--- src/rtl/uart_pkg.sv ---
// Shared UART definitions: rate codes, divisor constants and the transmitter state type.
// Both uart_tx and uart_rx use this table, so their bit periods always agree.
package uart_pkg;

  localparam int BAUD_SET_W = 3;
  localparam int CNT_W      = 13;

  localparam int unsigned DR_9600   = 324;
  localparam int unsigned DR_19200  = 162;
  localparam int unsigned DR_38400  = 80;
  localparam int unsigned DR_57600  = 53;
  localparam int unsigned DR_115200 = 26;

  typedef enum logic [1:0] {IDLE, START, DATA, STOP} tx_state_t;

  // Clocks per bit: 16x oversample of (DR+1); codes 5-7 fall back to 9600 Bd.
  function automatic logic [CNT_W-1:0] bit_cycles(input logic [BAUD_SET_W-1:0] baud_set);
    int unsigned dr;
    case (baud_set)
      3'd1:    dr = DR_19200;
      3'd2:    dr = DR_38400;
      3'd3:    dr = DR_57600;
      3'd4:    dr = DR_115200;
      default: dr = DR_9600;
    endcase
    return CNT_W'(16 * (dr + 1));
  endfunction

endpackage

--- src/rtl/uart_bit_timer.sv ---
// Bit-period timer: counts 0..BIT_CYC-1 while enabled and pulses bit_tick_o on the wrap.
// Parked at zero when disabled so every frame starts with a full first bit.
module uart_bit_timer
  import uart_pkg::*;
(
  input  logic                  clk_i,
  input  logic                  rst_n_i,
  input  logic                  en_i,
  input  logic [BAUD_SET_W-1:0] baud_set_i,
  output logic                  bit_tick_o
);

  logic [CNT_W-1:0] cnt_q, cnt_d;
  logic [CNT_W-1:0] last_cnt;

  assign last_cnt   = bit_cycles(baud_set_i) - CNT_W'(1);
  assign bit_tick_o = en_i && (cnt_q == last_cnt);

  always_comb begin
    cnt_d = cnt_q + CNT_W'(1);
    if (!en_i || bit_tick_o) begin
      cnt_d = '0;
    end
  end

  always_ff @(posedge clk_i) begin
    if (!rst_n_i) begin
      cnt_q <= '0;
    end else begin
      cnt_q <= cnt_d;
    end
  end

endmodule

--- src/rtl/uart_tx.sv ---
// 8N1 UART transmitter: latches one byte and rate code per accepted request and
// shifts it out LSB first behind a start bit, ending with a stop bit and a Tx_Done pulse.
module uart_tx
  import uart_pkg::*;
(
  input  logic                  Clk,
  input  logic                  Rst_n,
  input  logic                  Send_En,
  input  logic [7:0]            Data_Byte,
  input  logic [BAUD_SET_W-1:0] Baud_Set,
  output logic                  Rs232_Tx,
  output logic                  Tx_Done,
  output logic                  Uart_State
);

  // Handshake: Send_En is a single-cycle request, taken only when Uart_State is low;
  // requests while busy are dropped without any indication.
  tx_state_t             state_q, state_d;
  logic [7:0]            shift_q, shift_d;
  logic [2:0]            idx_q, idx_d;
  logic [BAUD_SET_W-1:0] baud_q, baud_d;
  logic                  tx_q, tx_d;
  logic                  done_q, done_d;
  logic                  bit_tick;

  uart_bit_timer u_bit_timer (
    .clk_i      (Clk),
    .rst_n_i    (Rst_n),
    .en_i       (state_q != IDLE),
    .baud_set_i (baud_q),
    .bit_tick_o (bit_tick)
  );

  always_comb begin
    state_d = state_q;
    shift_d = shift_q;
    idx_d   = idx_q;
    baud_d  = baud_q;
    done_d  = 1'b0;
    case (state_q)
      IDLE: begin
        if (Send_En) begin
          state_d = START;
          shift_d = Data_Byte;
          baud_d  = Baud_Set;
          idx_d   = '0;
        end
      end
      START: begin
        if (bit_tick) state_d = DATA;
      end
      DATA: begin
        if (bit_tick) begin
          shift_d = {1'b0, shift_q[7:1]};
          if (idx_q == 3'd7) begin
            state_d = STOP;
            idx_d   = '0;
          end else begin
            idx_d = idx_q + 3'd1;
          end
        end
      end
      STOP: begin
        if (bit_tick) begin
          state_d = IDLE;
          done_d  = 1'b1;
        end
      end
      default: state_d = IDLE;
    endcase

    // Line level follows the next state so it changes on the same edge as the FSM.
    case (state_d)
      START:   tx_d = 1'b0;
      DATA:    tx_d = shift_d[0];
      default: tx_d = 1'b1;
    endcase
  end

  always_ff @(posedge Clk) begin
    if (!Rst_n) begin
      state_q <= IDLE;
      shift_q <= '0;
      idx_q   <= '0;
      baud_q  <= '0;
      tx_q    <= 1'b1;
      done_q  <= 1'b0;
    end else begin
      state_q <= state_d;
      shift_q <= shift_d;
      idx_q   <= idx_d;
      baud_q  <= baud_d;
      tx_q    <= tx_d;
      done_q  <= done_d;
    end
  end

  assign Rs232_Tx   = tx_q;
  assign Tx_Done    = done_q;
  assign Uart_State = (state_q != IDLE);

endmodule

--- config.mk ---
export PLATFORM = sky130hd
export DESIGN_NAME = uart_tx
export DESIGN_NICKNAME = d
export VERILOG_FILES = /design/src/rtl/uart_pkg.sv /design/src/rtl/uart_bit_timer.sv /design/src/rtl/uart_tx.sv
export SDC_FILE = /design/constraint.sdc
export NUM_CORES = 1
export LEC_CHECK = 0
export ABC_AREA = 1
export BUFFER_PORTS_ARGS = -buffer_cell sky130_fd_sc_hd__buf_4
export CAP_MARGIN = 20
export CORE_MARGIN = 1.5
export CORE_UTILIZATION = 35
export DETAILED_ROUTE_END_ITERATION = 10
export RECOVER_POWER = 100
export SETUP_SLACK_MARGIN = 0.5
export SYNTH_ARGS = -nofsm -noshare
export SYNTH_HDL_FRONTEND = slang
export SYNTH_HIERARCHICAL = 1
export SYNTH_SLANG_ARGS = --single-unit
--- constraint.sdc ---
create_clock -name Clk -period 2.52 [get_ports Clk]
set_input_delay 0.126 -clock Clk [delete_from_list [all_inputs] [get_ports Clk]]
set_output_delay 0.126 -clock Clk [all_outputs]
set_load 0.02 [all_outputs]
==> results.ini, run 1 <==
[sta]
finalSetupViolations=0
hold_viol=0
fmax_mhz=439
finClkSkew_ns=0.00846
maxSlewHeadroom=0.661
fin_tns_setup_ns=0
fin_crit_ns=2.28
rsz0062_at_grt=yes
period_share=0.904
max_slew.worst_pin.slew_ns=0.508
drv_slew=0

[cells_and_area]
final.fill_count=502
antenna_cells=0
layout.nets=325
final_area_mm2=0.00223
syn_to_final_growth_pct=27.0
drive_gt1_frac=0.223

[detailed_routing]
met1Wirelength_um=1950
wl_per_cell_um=10.6
drc_errors=0
viasPerCell=4.51
antenna_left=0
firstDrtPassIters=4
vias=1696
route.met2.wl_um=1810
routed_wl_um=3980
highest_layer=met4
drtIter0Drc=93
wl_met3_um=163

[setup_path]
reg2reg_depth=13
path_class=flop to flop
cp.required_ns=2.69
start_kind=flop
worst-path-max-fanout=6
reg2reg_to=shift_q[2]
r2r_setup_slack_ns=0.24
r2r_start=baud_q[2]
crit_path_end_kind=flop
arrival_ns=2.45

[die]
io_pins=17
coreArea_mm2=0.00479
die_y_um=73.9
start_util=0.367
die_area_mm2=0.00546
die_w_um=73.9
rows=25

[logic_synthesis]
seq_area_frac_synth=0.353
ys_types=26
ys_warn_count=6
syn_area_per_cell_um2=6.37
synth_seq_cells=31
postSynthCellCount=276
netlist_area_mm2=0.00176
synth_area_leaders=dfxtp_1 (35%), nand2_1 (15%), nor2_1 (11%), inv_1 (7.9%), nand3_1 (5.7%)
yosys.area.top_type=dfxtp_1
yosysTopAreaCellShare=0.353
syn_nets=293

[min_path]
hold-path-endpoint=baud_q[2]
min_from=Baud_Set[2]
hold_depth=3
hp-class=input pin to flop

[clock_tree]
clk_pin_slew_ns=0.07
ctsRootBufferMaster=clkbuf_8
clock_sinks=31
max-clock-path-buffers=2
cts_made_buffers=5
h-tree-depth=2
clock_latency_ns=0.29
cts_tree=yes

[grt]
grt_max_degree=14
grt_pass1_vias=1518
grt_pass1_wl_um=6530
grt_antenna_before_repair=0
grt_usage=0.159
grt_overflow_total=0

[placed_design]
dp_hpwl_um=2800
routabilityCongestion=0.866
place_area_mm2=0.00197
port_buffers=16

[power]
p_leak_uw=0.00101
ir_drop_mv=0.236
power_density_mw_per_mm2=544

[flow_run]
max-cap-violations=0

[status]
status=complete, no violations

[critical path, stage by stage (launching register included)]
cell and delay [ns]:
dfxtp_4 0.37, inv_1 0.15, nand2_2 0.11, nand2_1 0.09, nand3_2 0.08, or2_4 0.22, nor2_1 0.10, nand3b_1 0.12
nor3_4 0.25, inv_2 0.10, o21ai_4 0.24, clkinvlp_4 0.18, nand2_1 0.09, a21oi_1 0.05
[through the flow]
step / setup slack (ns) / hold slack, ns / util / cells / power (uW)
detailed placement: 0.259 / 0.386 / 0.412 / 355 / 700
global placement: 0.295 / 0.391 / 0.412 / 355 / 700
global route: 0.0997 / 0.104 / 0.467 / 376 / 1280
floorplan: 0.451 / 0.273 / - / 276 / 658
CTS: 0.403 / 0.0900 / 0.455 / 372 / 1220
finish: 0.242 / 0.0918 / 0.467 / 376 / 1210
[power breakdown]
| group | internal, uW | leakage, uW | switching (uW) |
|---|---|---|---|
| combinational | 65.5 | 0.000697 | 104 |
| clock | 320 | 0.0000612 | 196 |
| sequential | 509 | 0.000255 | 19.6 |
[sequential cells by signal, summed over array words and instances (netlist names)]
| register | cells |
|---|---|
| u_bit_timer/cnt_q | 13 |
| baud_q | 3 |
| Tx_Done | 1 |
| state_q | 2 |
| Rs232_Tx | 1 |
| shift_q | 8 |
| idx_q | 3 |
[cell usage in the layout, fill, tap and decap left out, types with 2 or more instances in the layout]
cell type | Yosys | routed
nand2_4 | 1 | 3
dfxtp_1 | 31 | 26
nand2_1 | 70 | 66
buf_4 | 0 | 21
nor2_2 | 4 | 6
inv_2 | 3 | 4
o21ai_0 | 7 | 6
clkbuf_8 | 0 | 6
nand4_1 | 3 | 3
inv_1 | 37 | 36
dfxtp_4 | 0 | 2
xor2_1 | 8 | 8
nand3_2 | 2 | 6
nor3_1 | 4 | 3
nand2_2 | 4 | 6
nor2_1 | 50 | 47
buf_6 | 1 | 2
ha_1 | 3 | 2
nand3_1 | 20 | 16
clkbuf_1 | 0 | 4
a21oi_1 | 16 | 16
dfxtp_2 | 0 | 3
nand3b_1 | 2 | 2
o21ai_1 | 1 | 2
[cells in the mapped netlist]
cell type,count
a21oi_1,16
buf_2,3
buf_6,1
clkinv_1,1
dfxtp_1,31
ha_1,3
inv_1,37
inv_2,3
inv_4,1
nand2_1,70
nand2_2,4
nand2_4,1
nand3_1,20
nand3_2,2
nand3b_1,2
nand4_1,3
nor2_1,50
nor2_2,4
nor3_1,4
nor4_1,1
o21ai_0,7
o21ai_1,1
o21ai_4,1
or2_2,1
xnor2_1,1
xor2_1,8
[logic make-up (layout without fill, tap and decap cells)]
logic type,after synthesis,in the layout,share of synthesized area
fa+ha+maj,3,3,0.0214
xor+xnor,9,9,0.0448
compound gates,25,25,0.0776
simple gates,162,162,0.397
flops,31,31,0.353
buf+inv,46,79,0.106
[worst max-delay path by stage]
stage / endpoint / cells past startpoint / start
2_1_floorplan: idx_q[0] / 13 / u_bit_timer/cnt_q[1]
3_3_place_gp: idx_q[0] / 12 / baud_q[0]
3_5_place_dp: idx_q[0] / 12 / baud_q[0]
4_1_cts: shift_q[5] / 13 / u_bit_timer/cnt_q[0]
5_1_grt: Rs232_Tx / 17 / baud_q[2]
6_report: shift_q[2] / 13 / baud_q[2]
[area by class of cell]
cell class	count	area [um^2]	area share
Sequential cell	31	632	0.283
Multi-Input combinational cell	199	1030	0.461
Tap cell	67	83.8	0.0375
Clock buffer	6	82.6	0.0370
Clock inverter	2	35.0	0.0157
Timing Repair Buffer	28	203	0.0908
Inverter	42	160	0.0717
Timing Repair inverter	1	7.51	0.00336
[what timing repair did]
action	CTS	global route
setup buffers	8	4
hold buffers	0	0
endpoints found under the setup margin	15	15
cloned	1	0
pin swaps	11	11
resized for setup	7	19
[layer usage]
| layer | global-route usage | up-vias |
|---|---|---|
| met5 | 0 | - |
| met4 | 0.0700 | 0 |
| met3 | 0.0494 | 5 |
| met2 | 0.246 | 24 |
| met1 | 0.202 | 745 |
| li1 | - | 922 |
No activity file was read; power rests on OpenSTA's default activity.
==> run 2: changes to the inputs <==
- ABC_AREA: 1 -> 0
- HOLD_SLACK_MARGIN: unset -> 0.15
==> results.ini, run 2 <==
[setup_path]
path_class=flop to flop  ; unchanged
worst-path-max-fanout=5  ; was 6
crit_path_end_kind=flop  ; unchanged
cp_slowest_cell=or4b_4  ; was dfxtp_4
cp.required_ns=2.69  ; about the same
path_cells=or4b_4 -> a31oi_2 -> and4_2 -> and2_4 -> mux2_4 -> a211oi_2 -> a41oi_2  ; was inv_1 -> nand2_2 -> nand2_1 -> nand3_2 -> or2_4 -> nor2_1 -> nand3b_1 -> nor3_4 -> inv_2 -> o21ai_4 -> clkinvlp_4 -> nand2_1 -> a21oi_1
arrival_ns=2.46  ; was 2.45 ns
start_kind=flop  ; unchanged
critical-path-max-stage-delay_ns=0.51  ; was 0.37 ns

[detailed_routing]
viasPerCell=5.28  ; was 4.51
wl_per_cell_um=13.5  ; was 10.6 um
drc_errors=0  ; unchanged
vias=1419  ; was 1696
firstDrtPassIters=4  ; unchanged
drtIter0Drc=67  ; was 93
antenna_left=0  ; unchanged
routed_wl_um=3640  ; was 3980 um

[logic_synthesis]
postSynthCellCount=184  ; was 276
ys.flop_type=dfxtp_1  ; unchanged
yosys.area.top_type=dfxtp_1  ; unchanged
async_reset_ff_frac=0  ; unchanged
ys_types=49  ; was 26
synth_area_leaders=dfxtp_1 (37%), a21boi_1 (6.3%), xnor2_1 (4.7%), nand3_1 (3.9%), nor3_1 (3.6%)  ; was dfxtp_1 (35%), nand2_1 (15%), nor2_1 (11%), inv_1 (7.9%), nand3_1 (5.7%)
syn_area_per_cell_um2=9.11  ; was 6.37 um^2
synth_edf_count=0  ; unchanged
syn_nets=201  ; was 293
synth_top_family_by_area=simple AND/OR/NAND/NOR gates  ; unchanged
synthMuxAreaShare=0.0157  ; was 0
ys_warn_count=6  ; unchanged
synth_seq_cells=31  ; unchanged
synth-simple-area-share=0.288  ; was 0.397
synth_xor_area_frac=0.0784  ; was 0.0448
seq_area_frac_synth=0.370  ; was 0.353
synth_fa_ha_area_frac=0.0224  ; was 0.0214
yosysMostFrequentCell=dfxtp_1  ; was nand2_1
netlist_area_mm2=0.00168  ; was 0.00176 mm^2
synth_compound_area_frac=0.164  ; was 0.0776
synth_commonest_cells=dfxtp_1 (31), nand2_1 (16), a21boi_1 (14)  ; was nand2_1 (70), nor2_1 (50), inv_1 (37)
yosysTopAreaCellShare=0.370  ; was 0.353

[power]
ir_drop_mv=0.347  ; was 0.236 mV
p_leak_uw=0.000851  ; was 0.00101 uW
power_density_mw_per_mm2=488  ; was 544 mW/mm^2

[sta]
drv_slew=0  ; unchanged
fmax_mhz=436  ; was 439 MHz
period_share=0.910  ; was 0.904
setup_ws_ns=0.227  ; was 0.242 ns
hold_viol=0  ; unchanged
maxSlewHeadroom=0.429  ; was 0.661
finalSetupViolations=0  ; unchanged
fin_tns_setup_ns=0  ; unchanged
finClkSkew_ns=0.00512  ; was 0.00846 ns
rsz0062_at_grt=yes  ; unchanged
max_slew.worst_pin.slew_ns=0.853  ; was 0.508 ns
fin_crit_ns=2.29  ; was 2.28 ns

[cells_and_area]
regMostFlops=u_bit_timer/cnt_q  ; unchanged
drive_gt1_frac=0.263  ; was 0.223
fin_util=0.478  ; was 0.467
layout.nets=234  ; was 325
fin_cells=269  ; was 376
final_area_mm2=0.00214  ; was 0.00223 mm^2
mostFrequentLayoutCell=dfxtp_1  ; was nand2_1
syn_to_final_growth_pct=27.7  ; was 27.0%
final_cell_mix=dfxtp_1 (28), buf_4 (18), nand2_1 (15), nand3_1 (13), nor3_1 (11)  ; was nand2_1 (66), nor2_1 (47), inv_1 (36), dfxtp_1 (26), buf_4 (21)
antenna_cells=0  ; unchanged
largest_register_ffs=13  ; unchanged
reg.largest.list=u_bit_timer/cnt_q: 13 flops, shift_q: 8 flops  ; unchanged

[die]
start_util=0.375  ; was 0.367
die_area_mm2=0.00521  ; was 0.00546 mm^2
die_w_um=72.2  ; was 73.9 um
io_pins=17  ; unchanged
die_y_um=72.2  ; was 73.9 um
rows=24  ; was 25
coreArea_mm2=0.00447  ; was 0.00479 mm^2

[placed_design]
dp.cells=245  ; was 355
routabilityCongestion=0.765  ; was 0.866
port_buffers=16  ; unchanged
place_area_mm2=0.00181  ; was 0.00197 mm^2
preCtsSetupSlack_ns=0.159  ; was 0.259 ns
dp_hpwl_um=2200  ; was 2800 um

[grt]
grt_max_degree=21  ; was 14
grt_antenna_before_repair=0  ; unchanged
grt_overflow_total=0  ; unchanged
grt_pass1_wl_um=6090  ; was 6530 um
grt_usage=0.149  ; was 0.159
grt_pass1_vias=1373  ; was 1518

[clock_tree]
clock_sinks=31  ; unchanged
clock_latency_ns=0.29  ; about the same
cts_tree=yes  ; unchanged
cts_made_buffers=5  ; unchanged
h-tree-depth=2  ; unchanged
clk_pin_slew_ns=0.07  ; about the same
max-clock-path-buffers=2  ; unchanged
ctsRootBufferMaster=clkbuf_8  ; unchanged

[status]
status=complete, no violations  ; unchanged

[min_path]
hp-class=input pin to flop  ; unchanged

[flow_run]
max-cap-violations=0  ; unchanged

==> run 2: cell count changes after synthesis, sizes merged, moves of 7 or more <==
cell / previous run / this run
a21oi: 16 / 2
nand3: 22 / 13
nand2: 75 / 16
nor3: 4 / 12
inv: 41 / 2
xnor2: 1 / 9
nor2: 54 / 8
o21ai: 9 / 2
a21boi: 0 / 15
==> run 2: kinds of logic after synthesis <==
| logic type | after synthesis |
|---|---|
| multiplexers | 2 |
| AO/OA/AOI/OAI | 37 |
| adder cells (fa/ha/maj) | 3 |
| XOR/XNOR | 15 |
| buffers and inverters | 14 |
| AND/OR/NAND/NOR | 82 |
| flip-flops | 31 |
==> run 2: what timing repair did <==
action | 4_1_cts | 5_1_grt
buffers inserted | 4 | 2
setup endpoints to repair | 14 | 14
hold buffers | 10 | 0
pin swaps | 9 | 16
gates resized for setup | 10 | 16
endpoints found under the hold margin | 10 | 0
gates cloned | 1 | 0
==> run 2: final timing paths <==
path	to	start	slack, ns	cells past startpoint
worst max-delay path	Rs232_Tx	baud_q[2]	0.23	7
worst min-delay path	Tx_Done	Rst_n	0.16	3
worst max register to register	Rs232_Tx	baud_q[2]	0.23	7
worst min register to register	u_bit_timer/cnt_q[0]	u_bit_timer/cnt_q[0]	0.45	1
==> run 2: final cells by class <==
class,instances,area [um^2]
fillers,424,2330
clock inverters,1,5.00
inverters,2,7.51
flip-flops and latches,31,627
clock buffers,6,82.6
well taps,52,65.1
repair buffers,37,308
multi-input cells,140,1050
==> run 2: metrics by stage <==
step	hold slack [ns]	power, uW
after floorplan	0.261	600
after global placement	0.382	627
after detailed placement	0.382	627
after CTS	0.153	1050
after global routing	0.193	1090
final	0.164	1040
==> run 2: power by group <==
group          leakage [uW]  switching (uW)  internal [uW]  total [uW]
logic              0.000551            52.5           65.6         118
registers          0.000254            15.7            505         521
clock network     0.0000470             191            214         405
total              0.000851             259            784        1040
==> run 2: critical path: cells and delay by family (launching register included) <==
kind	cells	cell delay, ns
mux	1	0.30
compound gates	3	0.58
simple gates	3	0.92
flops	1	0.36
==> run 2: routing by layer <==
layer	global-route usage	wire [um]	up-vias	share of wire
met4	0.0734	88	0	0.024
met5	0	0	-	0
met2	0.252	1770	15	0.49
li1	-	-	723	-
met1	0.175	1690	673	0.46
met3	0.0403	95	8	0.026
==> run 3: changes to the inputs <==
- CORE_ASPECT_RATIO: unset -> 0.5
==> results.ini, run 3 (synthesis results as in run 2) <==
[detailed_routing]
drc_errors=0  ; unchanged
viasPerCell=5.01  ; was 5.28
antenna_left=0  ; unchanged
routed_wl_um=3870  ; was 3640 um
firstDrtPassIters=4  ; unchanged
drtIter0Drc=68  ; was 67
vias=1432  ; was 1419
wl_per_cell_um=13.5  ; about the same

[sta]
finClkSkew_ns=0.00624  ; was 0.00512 ns
whs_ns=0.171  ; was 0.164 ns
period_share=0.890  ; was 0.910
fmax_mhz=446  ; was 436 MHz
fin_tns_setup_ns=0  ; unchanged
hold_viol=0  ; unchanged
max_slew.worst_pin.slew_ns=0.879  ; was 0.853 ns
drv_slew=0  ; unchanged
fin_crit_ns=2.24  ; was 2.29 ns
rsz0062_at_grt=yes  ; unchanged
maxSlewHeadroom=0.412  ; was 0.429
finalSetupViolations=0  ; unchanged
setup_ws_ns=0.278  ; was 0.227 ns

[power]
power_density_mw_per_mm2=466  ; was 488 mW/mm^2
ir_drop_mv=0.285  ; was 0.347 mV
p_leak_uw=0.000869  ; was 0.000851 uW
power.total_uw=1030  ; was 1040 uW

[die]
rows=17  ; was 24
die_w_um=101  ; was 72.2 um
coreArea_mm2=0.00451  ; was 0.00447 mm^2
die_area_mm2=0.00524  ; was 0.00521 mm^2
io_pins=17  ; unchanged
start_util=0.372  ; was 0.375
die_y_um=51.9  ; was 72.2 um

[flow_run]
max-cap-violations=0  ; unchanged

[setup_path]
path_cells=or4b_4 -> a31oi_1 -> and4_4 -> and2_4 -> mux2_4 -> a211oi_4 -> a41oi_1  ; was or4b_4 -> a31oi_2 -> and4_2 -> and2_4 -> mux2_4 -> a211oi_2 -> a41oi_2
cp.required_ns=2.68  ; was 2.69 ns
critical-path-max-stage-delay_ns=0.46  ; was 0.51 ns
r2r_start=baud_q[1]  ; was baud_q[2]
cp_slowest_cell=or4b_4  ; unchanged
worst-path-max-fanout=11  ; was 5
crit_path_end_kind=flop  ; unchanged
arrival_ns=2.40  ; was 2.46 ns
start_kind=flop  ; unchanged
reg2reg_to=Rs232_Tx  ; unchanged
reg2reg_depth=7  ; unchanged
r2r_setup_slack_ns=0.28  ; was 0.23 ns
path_class=flop to flop  ; unchanged

[min_path]
hp-class=input pin to flop  ; unchanged
min_from=Send_En  ; was Rst_n
hold_depth=4  ; was 3
hold-path-endpoint=shift_q[0]  ; was Tx_Done

[status]
status=complete, no violations  ; unchanged

[clock_tree]
clock_latency_ns=0.29  ; about the same
ctsRootBufferMaster=clkbuf_8  ; unchanged
cts_tree=yes  ; unchanged
cts_made_buffers=5  ; unchanged
max-clock-path-buffers=2  ; unchanged
clock_sinks=31  ; unchanged
h-tree-depth=2  ; unchanged
clk_pin_slew_ns=0.07  ; about the same

[grt]
grt_overflow_total=0  ; unchanged
grt_usage=0.161  ; was 0.149
grt_max_degree=21  ; unchanged
grtUsageMet2=0.255  ; was 0.252
grt_antenna_before_repair=0  ; unchanged
grt_pass1_wl_um=6390  ; was 6090 um
top_usage_layer=met2  ; unchanged
grtUsageMet3=0.0430  ; was 0.0403
grt_pass1_vias=1334  ; was 1373
gr-usage-met1=0.202  ; was 0.175

[cells_and_area]
mostFrequentLayoutCell=dfxtp_1  ; unchanged
layout.nets=236  ; was 234
regMostFlops=u_bit_timer/cnt_q  ; unchanged
reg.largest.list=u_bit_timer/cnt_q: 13 flops, shift_q: 8 flops  ; unchanged
antenna_cells=0  ; unchanged
largest_register_ffs=13  ; unchanged
fin_cells=286  ; was 269
syn_to_final_growth_pct=31.6  ; was 27.7%
drive_gt1_frac=0.295  ; was 0.263
final_cell_mix=dfxtp_1 (27), buf_4 (19), nand2_1 (15), nand3_1 (12)  ; was dfxtp_1 (28), buf_4 (18), nand2_1 (15), nand3_1 (13), nor3_1 (11)

[placed_design]
dp_hpwl_um=2280  ; was 2200 um
port_buffers=16  ; unchanged
routabilityCongestion=0.854  ; was 0.765
dp.cells=257  ; was 245
preCtsSetupSlack_ns=0.139  ; was 0.159 ns

run 3: cell count changes in the layout (fill, tap and decap cells not counted), sizes merged:
cell    delta
clkbuf     -2
clkinv     +2
buf        +3
run 3: layer usage:
layer | up-vias | part of all wire | routed length (um)
met5 | - | 0 | 0
met3 | 10 | 0.024 | 92
li1 | 729 | - | -
met4 | 0 | 0.025 | 97
met2 | 13 | 0.45 | 1730
met1 | 680 | 0.50 | 1940
run 3: area by class of cell:
cell class,count,area [um^2]
tap,66,82.6
clock inverter,3,15.0
fill,453,2300
multi-input combinational,140,1070
clock buffer,5,68.8
sequential,31,636
inverter,2,7.51
timing repair buffer,39,325
run 3: worst max-delay path: cells and delay by family, from the launching register on:
kind,cells,cell delay [ns]
muxes,1,0.32
AOI/OAI and AO/OA,3,0.51
DFF,1,0.42
and+or+nand+nor,3,0.86
run 3: worst max path at each step:
stage / to / slack (ns) / startpoint / depth (start not counted)
final: Rs232_Tx / 0.28 / baud_q[1] / 7
after global routing: shift_q[6] / 0.12 / baud_q[1] / 8
after CTS: Rs232_Tx / 0.27 / baud_q[2] / 7
after detailed placement: Rs232_Tx / 0.14 / baud_q[0] / 8
after global placement: Rs232_Tx / 0.18 / baud_q[2] / 8
after floorplan: Rs232_Tx / 0.19 / baud_q[2] / 10
run 3: where the power goes:
group | leakage (uW) | switching, uW | internal, uW
Combinational | 0.000567 | 56.4 | 69.0
Clock | 0.0000477 | 197 | 189
Sequential | 0.000255 | 15.2 | 503
Total | 0.000869 | 268 | 760
run 3: timing repair:
item / 4_1_cts / 5_1_grt
pin swaps: 6 / 22
gates resized for setup: 12 / 27
hold buffers: 10 / 0
setup buffers: 7 / 3
endpoints found under the hold margin: 10 / 0
endpoints found under the setup margin: 14 / 15
gates cloned: 1 / 0
run 3: through the flow:
step / area (um^2) / utilization
after CTS: 2100 / 0.466
after global routing: 2210 / 0.489
after floorplan: 1690 / -
final: 2210 / 0.489
after global placement: 1810 / 0.402
after detailed placement: 1810 / 0.402
